**src/rtl/asc_hex_word_parser.sv**
```systemverilog
// asc_hex_word_parser
//
// Turns a stream of ASCII characters into binary words. Each token is
// delimited by whitespace (space, TAB, CR, LF) or a comma. Hex digits are
// accumulated MSB-first, up to WORD_NYBBLES digits. Each completed word is
// presented on a valid/ready output. Malformed tokens (an illegal character,
// or too many digits) raise a one-cycle err pulse, and the rest of the token
// is skipped.
//
// Ports:
//   clk         sole clock, rising edge
//   rst         synchronous active-high reset
//   din         ASCII character
//   din_valid   din holds a character
//   din_ready   character accepted this cycle (din_valid & din_ready)
//   dout        parsed word, right-justified, zero-extended
//   dout_valid  dout holds an unconsumed word
//   dout_ready  consumer takes dout (dout_valid & dout_ready)
//   err         one-cycle pulse flagging a malformed token
module asc_hex_word_parser #(
   parameter int unsigned WORD_NYBBLES = 8
) (
   input  logic                      clk,
   input  logic                      rst,
   input  logic [7:0]                din,
   input  logic                      din_valid,
   output logic                      din_ready,
   output logic [4*WORD_NYBBLES-1:0] dout,
   output logic                      dout_valid,
   input  logic                      dout_ready,
   output logic                      err
);

   localparam int unsigned W  = 4 * WORD_NYBBLES;
   localparam int unsigned CW = $clog2(WORD_NYBBLES + 1);

   localparam logic [1:0] ST_IDLE    = 2'd0;
   localparam logic [1:0] ST_ACCUM   = 2'd1;
   localparam logic [1:0] ST_DISCARD = 2'd2;

   logic [1:0]    state_q, state_d;
   logic [W-1:0]  acc_q, acc_d;
   logic [CW-1:0] cnt_q, cnt_d;
   logic [W-1:0]  dout_q, dout_d;
   logic          dout_valid_q, dout_valid_d;
   logic          err_q, err_d;

   logic          is_hex;
   logic          is_delim;
   logic [3:0]    digit;
   logic          accept;
   logic          cnt_full;

   // Character classification
   always_comb begin
      is_hex = 1'b0;
      digit  = 4'h0;
      if (din >= 8'h30 && din <= 8'h39) begin
         is_hex = 1'b1;
         digit  = din[3:0];
      end else if ((din >= 8'h41 && din <= 8'h46) || (din >= 8'h61 && din <= 8'h66)) begin
         // 'A'/'a' have low nybble 1, so adding 9 yields 0xA..0xF
         is_hex = 1'b1;
         digit  = din[3:0] + 4'd9;
      end
   end

   assign is_delim = (din == 8'h20) || (din == 8'h09) || (din == 8'h0D) ||
                     (din == 8'h0A) || (din == 8'h2C);

   // Stall everything, delimiters included, while an unaccepted word is pending
   assign din_ready = !dout_valid_q || dout_ready;
   assign accept    = din_valid && din_ready;
   assign cnt_full  = (cnt_q == CW'(WORD_NYBBLES));

   always_comb begin
      state_d      = state_q;
      acc_d        = acc_q;
      cnt_d        = cnt_q;
      dout_d       = dout_q;
      dout_valid_d = dout_valid_q && !dout_ready;
      err_d        = 1'b0;

      if (accept) begin
         case (state_q)
            ST_IDLE: begin
               if (is_hex) begin
                  acc_d   = W'(digit);
                  cnt_d   = CW'(1);
                  state_d = ST_ACCUM;
               end else if (!is_delim) begin
                  err_d   = 1'b1;
                  state_d = ST_DISCARD;
               end
            end

            ST_ACCUM: begin
               if (is_hex && !cnt_full) begin
                  acc_d = (acc_q << 4) | W'(digit);
                  cnt_d = cnt_q + CW'(1);
               end else if (is_delim) begin
                  // A word taken on this same edge is simply replaced
                  dout_d       = acc_q;
                  dout_valid_d = 1'b1;
                  acc_d        = '0;
                  cnt_d        = '0;
                  state_d      = ST_IDLE;
               end else begin
                  // Overflowing digit or illegal character: drop the partial word
                  err_d   = 1'b1;
                  acc_d   = '0;
                  cnt_d   = '0;
                  state_d = ST_DISCARD;
               end
            end

            ST_DISCARD: begin
               if (is_delim) begin
                  state_d = ST_IDLE;
               end
            end

            default: begin
               acc_d   = '0;
               cnt_d   = '0;
               state_d = ST_IDLE;
            end
         endcase
      end
   end

   always_ff @(posedge clk) begin
      if (rst) begin
         state_q      <= ST_IDLE;
         acc_q        <= '0;
         cnt_q        <= '0;
         dout_q       <= '0;
         dout_valid_q <= 1'b0;
         err_q        <= 1'b0;
      end else begin
         state_q      <= state_d;
         acc_q        <= acc_d;
         cnt_q        <= cnt_d;
         dout_q       <= dout_d;
         dout_valid_q <= dout_valid_d;
         err_q        <= err_d;
      end
   end

   assign dout       = dout_q;
   assign dout_valid = dout_valid_q;
   assign err        = err_q;

endmodule

```
**config.mk**
```make
export PLATFORM = sky130hd
export DESIGN_NAME = asc_hex_word_parser
export DESIGN_NICKNAME = d
export VERILOG_FILES = /design/src/rtl/asc_hex_word_parser.sv
export SDC_FILE = /design/constraint.sdc
export NUM_CORES = 1
export LEC_CHECK = 0
export CORE_MARGIN = 2
export CORE_UTILIZATION = 35
export DETAILED_ROUTE_END_ITERATION = 8
export GPL_TIMING_DRIVEN = 0
export SLEW_MARGIN = 5
export SYNTH_ARGS = -nofsm -noshare
export SYNTH_HDL_FRONTEND = slang
export SYNTH_SLANG_ARGS = --single-unit
```
**constraint.sdc**
```tcl
create_clock -name clk -period 2.45 [get_ports clk]
set_input_delay 0.735 -clock clk [delete_from_list [all_inputs] [get_ports clk]]
set_output_delay 0.735 -clock clk [all_outputs]
set_load 0.01 [all_outputs]
```
# [Yosys cells after proc, flatten, opt, wreduce, memory -nomap -nowiden]
# Cells that the tools add are included.
[classes] add_sub_neg=2 n_lt_le_gt_ge=6 n_eq_ne=12 muxes=24 n_bitwise=4 n_reduce_logical=20
[op_table] operator="$pmux 32 s3" n=1
[op_table] operator="$mux 32" n=2
[op_table] operator="$or 32x4->32" n=1
[op_table] operator="$eq 8x4->1 const B" n=3
[op_table] operator="$eq 8x6->1 const B" n=2
[op_table] operator="$ge 8x7->1 const B" n=2
[op_table] operator="$le 8x7->1 const B" n=2
[op_table] operator="$mux 4" n=4
[op_table] operator="$pmux 4 s3" n=1
[op_table] operator="$mux 2" n=5
[op_table] operator="$mux 1" n=9
[op_table] operator="$ge 8x6->1 const B" n=1
[op_table] operator="$le 8x6->1 const B" n=1
[op_table] operator="$reduce_and 4->1" n=2
[op_table] operator="$logic_and 1x1->1" n=6
[op_table] operator="$logic_or 1x1->1" n=6
[op_table] operator="$ne 2x2->1 const B" n=3
[op_table] operator="$pmux 2 s3" n=1
[op_table] operator="$add 4x1->4 const B" n=1
[op_table] operator="$add 4x4->4 const B" n=1
[op_table] operator="$eq 4x4->1 const B" n=1
[op_table] operator="$logic_not 1->1" n=3
[op_table] operator="$ne 3x3->1 const B" n=1
[op_table] operator="$not 1->1" n=3
[op_table] operator="6 further kinds" n=6
[totals] register_bits=72 input_bits=12 out_inout_bits=35 word_cells=74

# [Longest topological paths before layout]
# Gate-level depths: netlist of run 1.
[depth] depth_word=9 depth_mapped=9 ltp_nobuf=7

# [Worst setup path before layout of run 1]
# No wires, ideal clock.
[synth_path] path_kind="input-to-reg" startpoint="input din[7]" endpoint="register acc_q[3]" t_arrival_ns=2.380 t_required_ns=2.334 setup_slack_ns=-0.046 path_stages=6 cell_sequence="or4b_1 nor4_1 o31ai_2 buf_2 buf_6 a31o_2"
[synth_between] elab_chain_len=8 elab_cells_between_ends=21 cone_classes="order compare (6); eq/ne (1); mux (7); bitwise (1); reduce/logical (6)"
[synth_lines] element="start: declaration" line="25" source="input logic [7:0] din,"
[synth_lines] element="$ge 8x7->1 or $le 8x7->1 (tied branches)" line="61" source="end else if ((din >= 8'h41 && din <= 8'h46) || (din >= 8'h61 && din <= 8'h66)) begin"
[synth_lines] element="$logic_and 1x1->1" line="61"
[synth_lines] element="$logic_or 1x1->1" line="61"
[synth_lines] element="$mux 4 or $mux 1 (tied branches)" line="61"
[synth_lines] element="$mux 4 or $mux 1 (tied branches)" line="58" source="if (din >= 8'h30 && din <= 8'h39) begin"
[synth_lines] element="$or 32x4->32 or $logic_and 1x1->1 (tied branches)" line="99, 98"
[synth_lines] element="$mux 32" line="98" source="if (is_hex && !cnt_full) begin"
[synth_lines] element="$pmux 32 s3" line="85" source="case (state_q)"
[synth_lines] element="end signal: assignment" line="135" source="acc_q <= '0;"
[synth_lines] element="end signal: assignment" line="142" source="acc_q <= acc_d;"
[synth_lines] element="end: declaration" line="42" source="logic [W-1:0] acc_q, acc_d;"
# Parallel ways exist; a longest one is shown, timed or not. The select of a mux whose other input is x is not followed.
# A chain may end at the register's enable or synchronous reset.

# [Worst setup path after layout of run 1]
[layout_path] startpoint="input din[3]" endpoint="register acc_q[27]"
[layout_between] elab_chain_len=8 elab_cells_between_ends=17 cone_classes="order compare (6); eq/ne (1); mux (4); reduce/logical (6)"
[layout_lines] element="$ge 8x7->1 or $le 8x7->1 (tied branches)" line="61"
[layout_lines] element="$logic_and 1x1->1" line="61"
[layout_lines] element="$logic_or 1x1->1" line="61"
[layout_lines] element="$mux 1" line="61"
[layout_lines] element="$mux 1 (*)" line="58"
[layout_lines] element="$logic_and 1x1->1" line="98"
[layout_lines] element="$mux 32" line="98"
[layout_lines] element="$pmux 32 s3" line="85"
# Every way passes the cells marked *; elsewhere a longest branch is shown, timed or not.

==> results.sh, run 1 <==
export IMPL_insertion_delay_ns=0.34
export IMPL_critPathSlowestCell="or4b_4"
export IMPL_syn_cell_area_um2=2950
export IMPL_layout_common_cells="dfxtp_1 (72), mux2i_1 (61), nor2_1 (56)"
export IMPL_synth_distinct_cells=41
export IMPL_wire_per_inst_um=14.2
export IMPL_cts_sinks=72
export IMPL_htreeDepth=3
export IMPL_p_leak_nw=1.56
export IMPL_r2r_end="acc_q[27]"
export IMPL_finalHoldViolCount=0
export IMPL_maxCapViolCount=0
export IMPL_wirelength_um=6570
export IMPL_skew_ns=0.00864
export IMPL_clk_root_buffer_cell="clkbuf_8"
export IMPL_clk_path_buf_depth=2
export IMPL_first_global_vias=2131
export IMPL_status="completed"
export IMPL_finalSetupTns_ns=0
export IMPL_drive_gt1_share_pct=18.8
export IMPL_ys_ff_latch=72
export IMPL_synth_top_cell_by_area="dfxtp_1"
export IMPL_hpwl_um=4490
export IMPL_worst_pin_slew_ns=0.559
export IMPL_hold_start="acc_q[30]"
export IMPL_drc_errors=0
export IMPL_min_to="acc_q[30]"
export IMPL_reg2reg_slack_ns=0.64
export IMPL_crit_path_cell_trace="buf_4, or4b_4, or3_4, a2111oi_4, o21ai_4, buf_6, nor2_1"
export IMPL_antenna_found_initial=0
export IMPL_synth_area_per_cell_um2=10.3
export IMPL_synth_seq_area_share_pct=48.8
export IMPL_hold_class="reg -> reg"
export IMPL_grt_max_degree=12
export IMPL_setup_viol=0
export IMPL_die_h_um=95.8
export IMPL_reg2regPathDepth=7
export IMPL_syn_to_final_growth_pct=32.1
export IMPL_dp_slack_ns=-0.979
export IMPL_syn_inst=286
export IMPL_post_route_min_period_ns=2.40
export IMPL_cp_top_family="simple AND/OR/NAND/NOR gates"
export IMPL_yosysWarnings=0
export IMPL_cp_end_kind="flop"
export IMPL_numCtsBuffers=9
export IMPL_antenna_left=0
export IMPL_finalCritPeriodShare_pct=98.1
export IMPL_cp_start_kind="primary input"
export IMPL_dieArea_um2=9180
export IMPL_maxSlewViolCount=0
export IMPL_n_antenna_cell=0
export IMPL_peakVddDrop_mv=0.424
export IMPL_coreArea_um2=8180
export IMPL_vias=2224
export IMPL_num_rows=33
export IMPL_vias_per_cell=4.81
export IMPL_cellPowerDensity_nw_per_um2=552
export IMPL_die_w_um=95.8
export IMPL_crit_required_ns=2.72
export IMPL_final_nets=371
export IMPL_crit_arrival_ns=2.68
export IMPL_synth_top_area_share_pct=48.8
export IMPL_first_pass_iters=4
export IMPL_drt_initial_drc_count=110
export IMPL_r2r_start="cnt_q[0]"
export IMPL_tritoncts="done"
export IMPL_layout_setup_ws_ns=0.0455
export IMPL_start_util_pct=36.1
export IMPL_timing_slew_headroom_pct=62.8
export IMPL_synthesis_nets=304
export IMPL_io_pins=47
export IMPL_track_usage_pct=15.4
export IMPL_rsz0062_at_grt="no"
export IMPL_portBuffers=45
export IMPL_grt_overflow=0
export IMPL_holdWs_ns=0.495
export IMPL_critPathKind="in -> reg"
export IMPL_finalWeightedCongestion=0.767
export IMPL_cp_num_buf_inv=2
export IMPL_cp_max_fo=7
export IMPL_synth_area_leaders="dfxtp_1 (49%), mux2i_1 (21%), nor2_1 (7.9%)"
export IMPL_worstHoldPathCells=2
export IMPL_layout_commonest_cell="dfxtp_1"
export IMPL_grt_pass1_wl_um=10700
export IMPL_path_clk_slew_ns=0.07
export IMPL_fmax_mhz=416
export IMPL_critical_path_max_stage_delay_ns=0.51
[cell families (layout without fill, tap and decap cells)]
kind of cell | after synthesis | count (layout) | synth area share (%)
flip-flops | 72 | 72 | 48.8
multiplexers | 62 | 62 | 21.0
buffers and inverters | 23 | 94 | 4.41
AO/OA/AOI/OAI | 30 | 30 | 8.77
adder cells (fa/ha/maj) | 6 | 6 | 2.54
AND/OR/NAND/NOR | 91 | 91 | 13.8
XOR/XNOR | 2 | 2 | 0.594
[layer usage]
metal	track usage (%)	share of wire [%]	vias to the layer above
li1	-	-	1119
met1	20.4	50	1046
met2	23.9	44	51
met3	4.93	4.4	8
met4	4.64	1.2	0
met5	0	0	-
[worst register-to-register path: cells and delay by family, from the launching register on]
kind	cells	cell delay [ns]
fa+ha+maj	1	0.19
simple gates	2	0.33
compound gates	2	0.57
flops	1	0.41
buf+inv	2	0.25
[area by class of cell]
| class | count | area (um2) |
|---|---|---|
| fill | 815 | 4280 |
| multi-input combinational | 191 | 1480 |
| sequential | 72 | 1440 |
| timing repair buffer | 56 | 519 |
| clock buffer | 12 | 155 |
| tap | 105 | 131 |
| buffer | 14 | 120 |
| inverter | 9 | 33.8 |
| clock inverter | 3 | 17.5 |
[synth_stat cells]
cell type,number
clkbuf_1,3
nor3_1,4
nand2_1,6
buf_1,1
buf_2,5
nand4_1,1
xnor2_1,2
inv_1,9
o31ai_2,1
nor2_1,62
and2_1,1
o21bai_1,3
buf_6,5
a21oi_1,5
or3_1,3
a22oi_1,1
and3_1,1
a31o_1,2
and3b_1,1
a2111oi_0,1
or4bb_1,1
dfxtp_1,72
nand3_1,3
a221oi_1,1
o21ai_0,3
nor3b_1,1
a2111oi_4,2
or4b_1,1
o21ai_2,1
ha_1,6
o21ai_1,1
nor2b_1,3
nor4_1,1
or3_4,1
nand2b_1,1
a31o_2,3
o211ai_1,1
mux2i_1,62
a21oi_2,1
a21o_1,1
a211oi_1,3
[worst max path at each step]
stage / slack (ns) / cells after the start / endpoint / start
after floorplan: 0.00007 / 6 / cnt_q[3] / din[7]
after global placement: -0.88 / 10 / acc_q[22] / din[1]
after detailed placement: -0.98 / 10 / acc_q[21] / din[1]
after CTS: -0.04 / 7 / dout[3] / dout_ready
after global routing: 0.003 / 3 / din_ready / dout_ready
final: 0.05 / 7 / acc_q[27] / din[3]
[power by group]
group          leakage (nW)  internal [mW]  switching, mW
logic                 0.893         0.0625         0.0786
clock network        0.0882          0.414          0.416
registers             0.580           1.17        0.00916
[state kept, by name (all words and copies together) (netlist names)]
signal      flops
cnt_q           4
state_q         2
err             1
dout_valid      1
dout           32
acc_q          32
[metrics by stage]
| stage | cells | cell area [um2] | utilization [%] | total power, mW |
|---|---|---|---|---|
| after detailed placement | 436 | 3540 | 43.3 | 1.33 |
| final | 462 | 3900 | 47.7 | 2.15 |
| after global placement | 436 | 3540 | 43.3 | 1.33 |
| after floorplan | 286 | 2960 | - | 1.28 |
| after CTS | 458 | 3840 | 47.0 | 2.19 |
| after global routing | 462 | 3900 | 47.7 | 2.25 |
[what timing repair did]
action | CTS | global route
cloned | 2 | 1
setup buffers | 5 | 3
pin swaps | 7 | 7
hold buffers | 0 | 0
resized for setup | 38 | 27
setup endpoints to repair | 72 | 60
Note: power is estimated with default switching activity, not from simulation.
==> run 2, diff against run 1 <==
==> constraint.sdc (replaced) <==
create_clock -name clk -period 2 [get_ports clk]
set_input_delay 0.6 -clock clk [delete_from_list [all_inputs] [get_ports clk]]
set_output_delay 0.6 -clock clk [all_outputs]
set_load 0.01 [all_outputs]
==> run 2 against run 1 <==
- the run now ends with setup timing left
- final area up 16%
- critical path depth did not move
- global-route usage grew 1.0 points
- die area unchanged
- final cell count grew 4.1%
- sequential share of layout area down 5.1 points
- critical path type unchanged
- highest routed layer unchanged
==> results.sh, run 2 (same netlist as run 1, synthesis figures left out) <==
export IMPL_drive_gt1_share_pct=32.7
export IMPL_finalSetupTns_ns=-4.30
export IMPL_layout_common_cells="dfxtp_1 (70), mux2i_1 (56), nor2_1 (40)"
export IMPL_track_usage_pct=16.4
export IMPL_layout_setup_ws_ns=-0.152
export IMPL_swShare_pct=22.4
export IMPL_first_global_vias=2187
export IMPL_die_h_um=95.8
export IMPL_numCtsBuffers=9
export IMPL_p_leak_nw=1.72
export IMPL_clk_path_buf_depth=2
export IMPL_critPathKind="in -> reg"
export IMPL_cts_sinks=72
export IMPL_wire_per_inst_um=14.9
export IMPL_cp_max_fo=7
export IMPL_maxCapViolCount=0
export IMPL_postLayoutCellArea_um2=4530
export IMPL_rsz0062_at_grt="yes"
export IMPL_hold_class="reg -> reg"
export IMPL_fmax_mhz=465
export IMPL_clkPwrFrac_pct=43.7
export IMPL_final_cells=481
export IMPL_gr_usage_met2_pct=24.8
export IMPL_cellPowerDensity_nw_per_um2=658
export IMPL_timing_slew_headroom_pct=58.3
export IMPL_first_pass_iters=4
export IMPL_wirelength_um=7150
export IMPL_hpwl_um=4430
export IMPL_num_rows=33
export IMPL_hold_start="dout[30]"
export IMPL_coreArea_um2=8180
export IMPL_finalWeightedCongestion=0.786
export IMPL_multi_input_area_um2=1700
export IMPL_p_seq_share_pct=48.7
export IMPL_final_nets=389
export IMPL_critical_path_max_stage_delay_ns=0.54
export IMPL_io_pins=47
export IMPL_drc_errors=0
export IMPL_n_antenna_cell=0
export IMPL_holdWs_ns=0.498
export IMPL_tritoncts="done"
export IMPL_fill_cells=717
export IMPL_placed_cell_area_um2=3610
export IMPL_antenna_left=0
export IMPL_crit_top_cell="buf_6"
export IMPL_vias_per_cell=4.78
export IMPL_peakVddDrop_mv=0.391
export IMPL_p_sw_uw=669
export IMPL_grt_pass1_wl_um=11300
export IMPL_crit_required_ns=2.28
export IMPL_layout_commonest_cell="dfxtp_1"
export IMPL_antenna_found_initial=0
export IMPL_grtUsageMet1_pct=22.8
export IMPL_worst_pin_slew_ns=0.610
export IMPL_finalHoldViolCount=0
export IMPL_r2r_start="state_q[1]"
export IMPL_crit_start="din[7]"
export IMPL_syn_to_final_growth_pct=53.6
export IMPL_crit_path_cell_trace="buf_6, or4b_4, or3_4, a2111oi_4, o21ai_4, buf_6, nor2_2"
export IMPL_power_internal_mw=2.31
export IMPL_utilization_pct=55.4
export IMPL_htreeDepth=3
export IMPL_portBuffers=45
export IMPL_start_util_pct=36.1
export IMPL_dp_slack_ns=-1.19
export IMPL_status="finished, violations left"
export IMPL_skew_ns=0.0121
export IMPL_cp_start_kind="primary input"
export IMPL_finalCritPeriodShare_pct=108
export IMPL_crit_arrival_ns=2.43
export IMPL_path_clk_slew_ns=0.08
export IMPL_drt_initial_drc_count=77
export IMPL_setup_viol=37
export IMPL_post_route_min_period_ns=2.15
export IMPL_dieArea_um2=9180
export IMPL_maxSlewViolCount=0
export IMPL_dpl_cell_count=436
export IMPL_insertion_delay_ns=0.35
export IMPL_combPwrFrac_pct=7.6
export IMPL_grt_util_met3_pct=3.68
export IMPL_grt_overflow=0
export IMPL_critPathSlowestCell="or4b_4"
export IMPL_cp_end_kind="flop"
export IMPL_holdBufCountCts=0
export IMPL_vias=2297
export IMPL_violations="setup timing"
export IMPL_grt_max_degree=13
export IMPL_clk_root_buffer_cell="clkbuf_8"
export IMPL_busiest_layer="met2"
export IMPL_die_w_um=95.8
export IMPL_register_area_um2=1440
export IMPL_power_mw=2.98
-- run 2: changes by cell type in the layout (fill, tap and decap cells not counted), sizes merged --
| cell | delta |
|---|---|
| buf | +22 |
| clkinv | +1 |
| bufinv | +2 |
| clkinvlp | -1 |
| clkdlybuf4s50 | -2 |
| dlygate4sd2 | -1 |
| clkbuf | -2 |
-- run 2: final timing paths --
kind	end	slack, ns	cells past startpoint
worst min-delay path	dout[30]	0.50	2
worst max register to register	dout[19]	0.16	8
worst max-delay path	acc_q[7]	-0.15	7
worst min register to register	dout[30]	0.50	2
-- run 2: final cells by class --
| cell class | count | area share [%] |
|---|---|---|
| Tap cell | 105 | 2.90 |
| Clock inverter | 5 | 1.74 |
| Inverter | 9 | 1.19 |
| Sequential cell | 72 | 31.9 |
| Timing Repair Buffer | 74 | 17.6 |
| Buffer | 14 | 3.78 |
| Clock buffer | 11 | 3.34 |
| Multi-Input combinational cell | 191 | 37.6 |
-- run 2: repair_timing --
item	4_1_cts	5_1_grt
resized for setup	82	61
setup endpoints to repair	73	57
buffers inserted	15	6
pin swaps	10	11
cloned	7	1
-- run 2: worst max-delay path, delay by kind of cell --
family / cells / cell delay (ns)
buffers and inverters: 2 / 0.27
AND/OR/NAND/NOR: 3 / 1.04
AO/OA/AOI/OAI: 2 / 0.52
-- run 2: metal layers --
layer	wire [um]	up-vias
met3	258	9
met4	112	0
met5	0	-
met1	3520	1084
li1	-	1155
met2	3270	49
-- run 2: power groups by stage --
stage	registers (mW)	clock network [mW]	logic, mW
floorplan	1.48	0	0.0974
global placement	1.48	0	0.155
detailed placement	1.48	0	0.156
CTS	1.45	1.34	0.194
global route	1.45	1.40	0.242
finish	1.45	1.30	0.226
==> run 3, diff against run 2 <==
--- a/config.mk
+++ b/config.mk
@@ -5,8 +5,10 @@
 export SDC_FILE = /design/constraint.sdc
 export NUM_CORES = 1
 export LEC_CHECK = 0
+export CAP_MARGIN = 20
 export CORE_MARGIN = 2
 export CORE_UTILIZATION = 35
+export CTS_BUF_LIST = sky130_fd_sc_hd__clkbuf_8
 export DETAILED_ROUTE_END_ITERATION = 8
 export GPL_TIMING_DRIVEN = 0
 export SLEW_MARGIN = 5
==> results of run 3 <==
No change in the layout: final DEF, timing and power equal those of run 2.
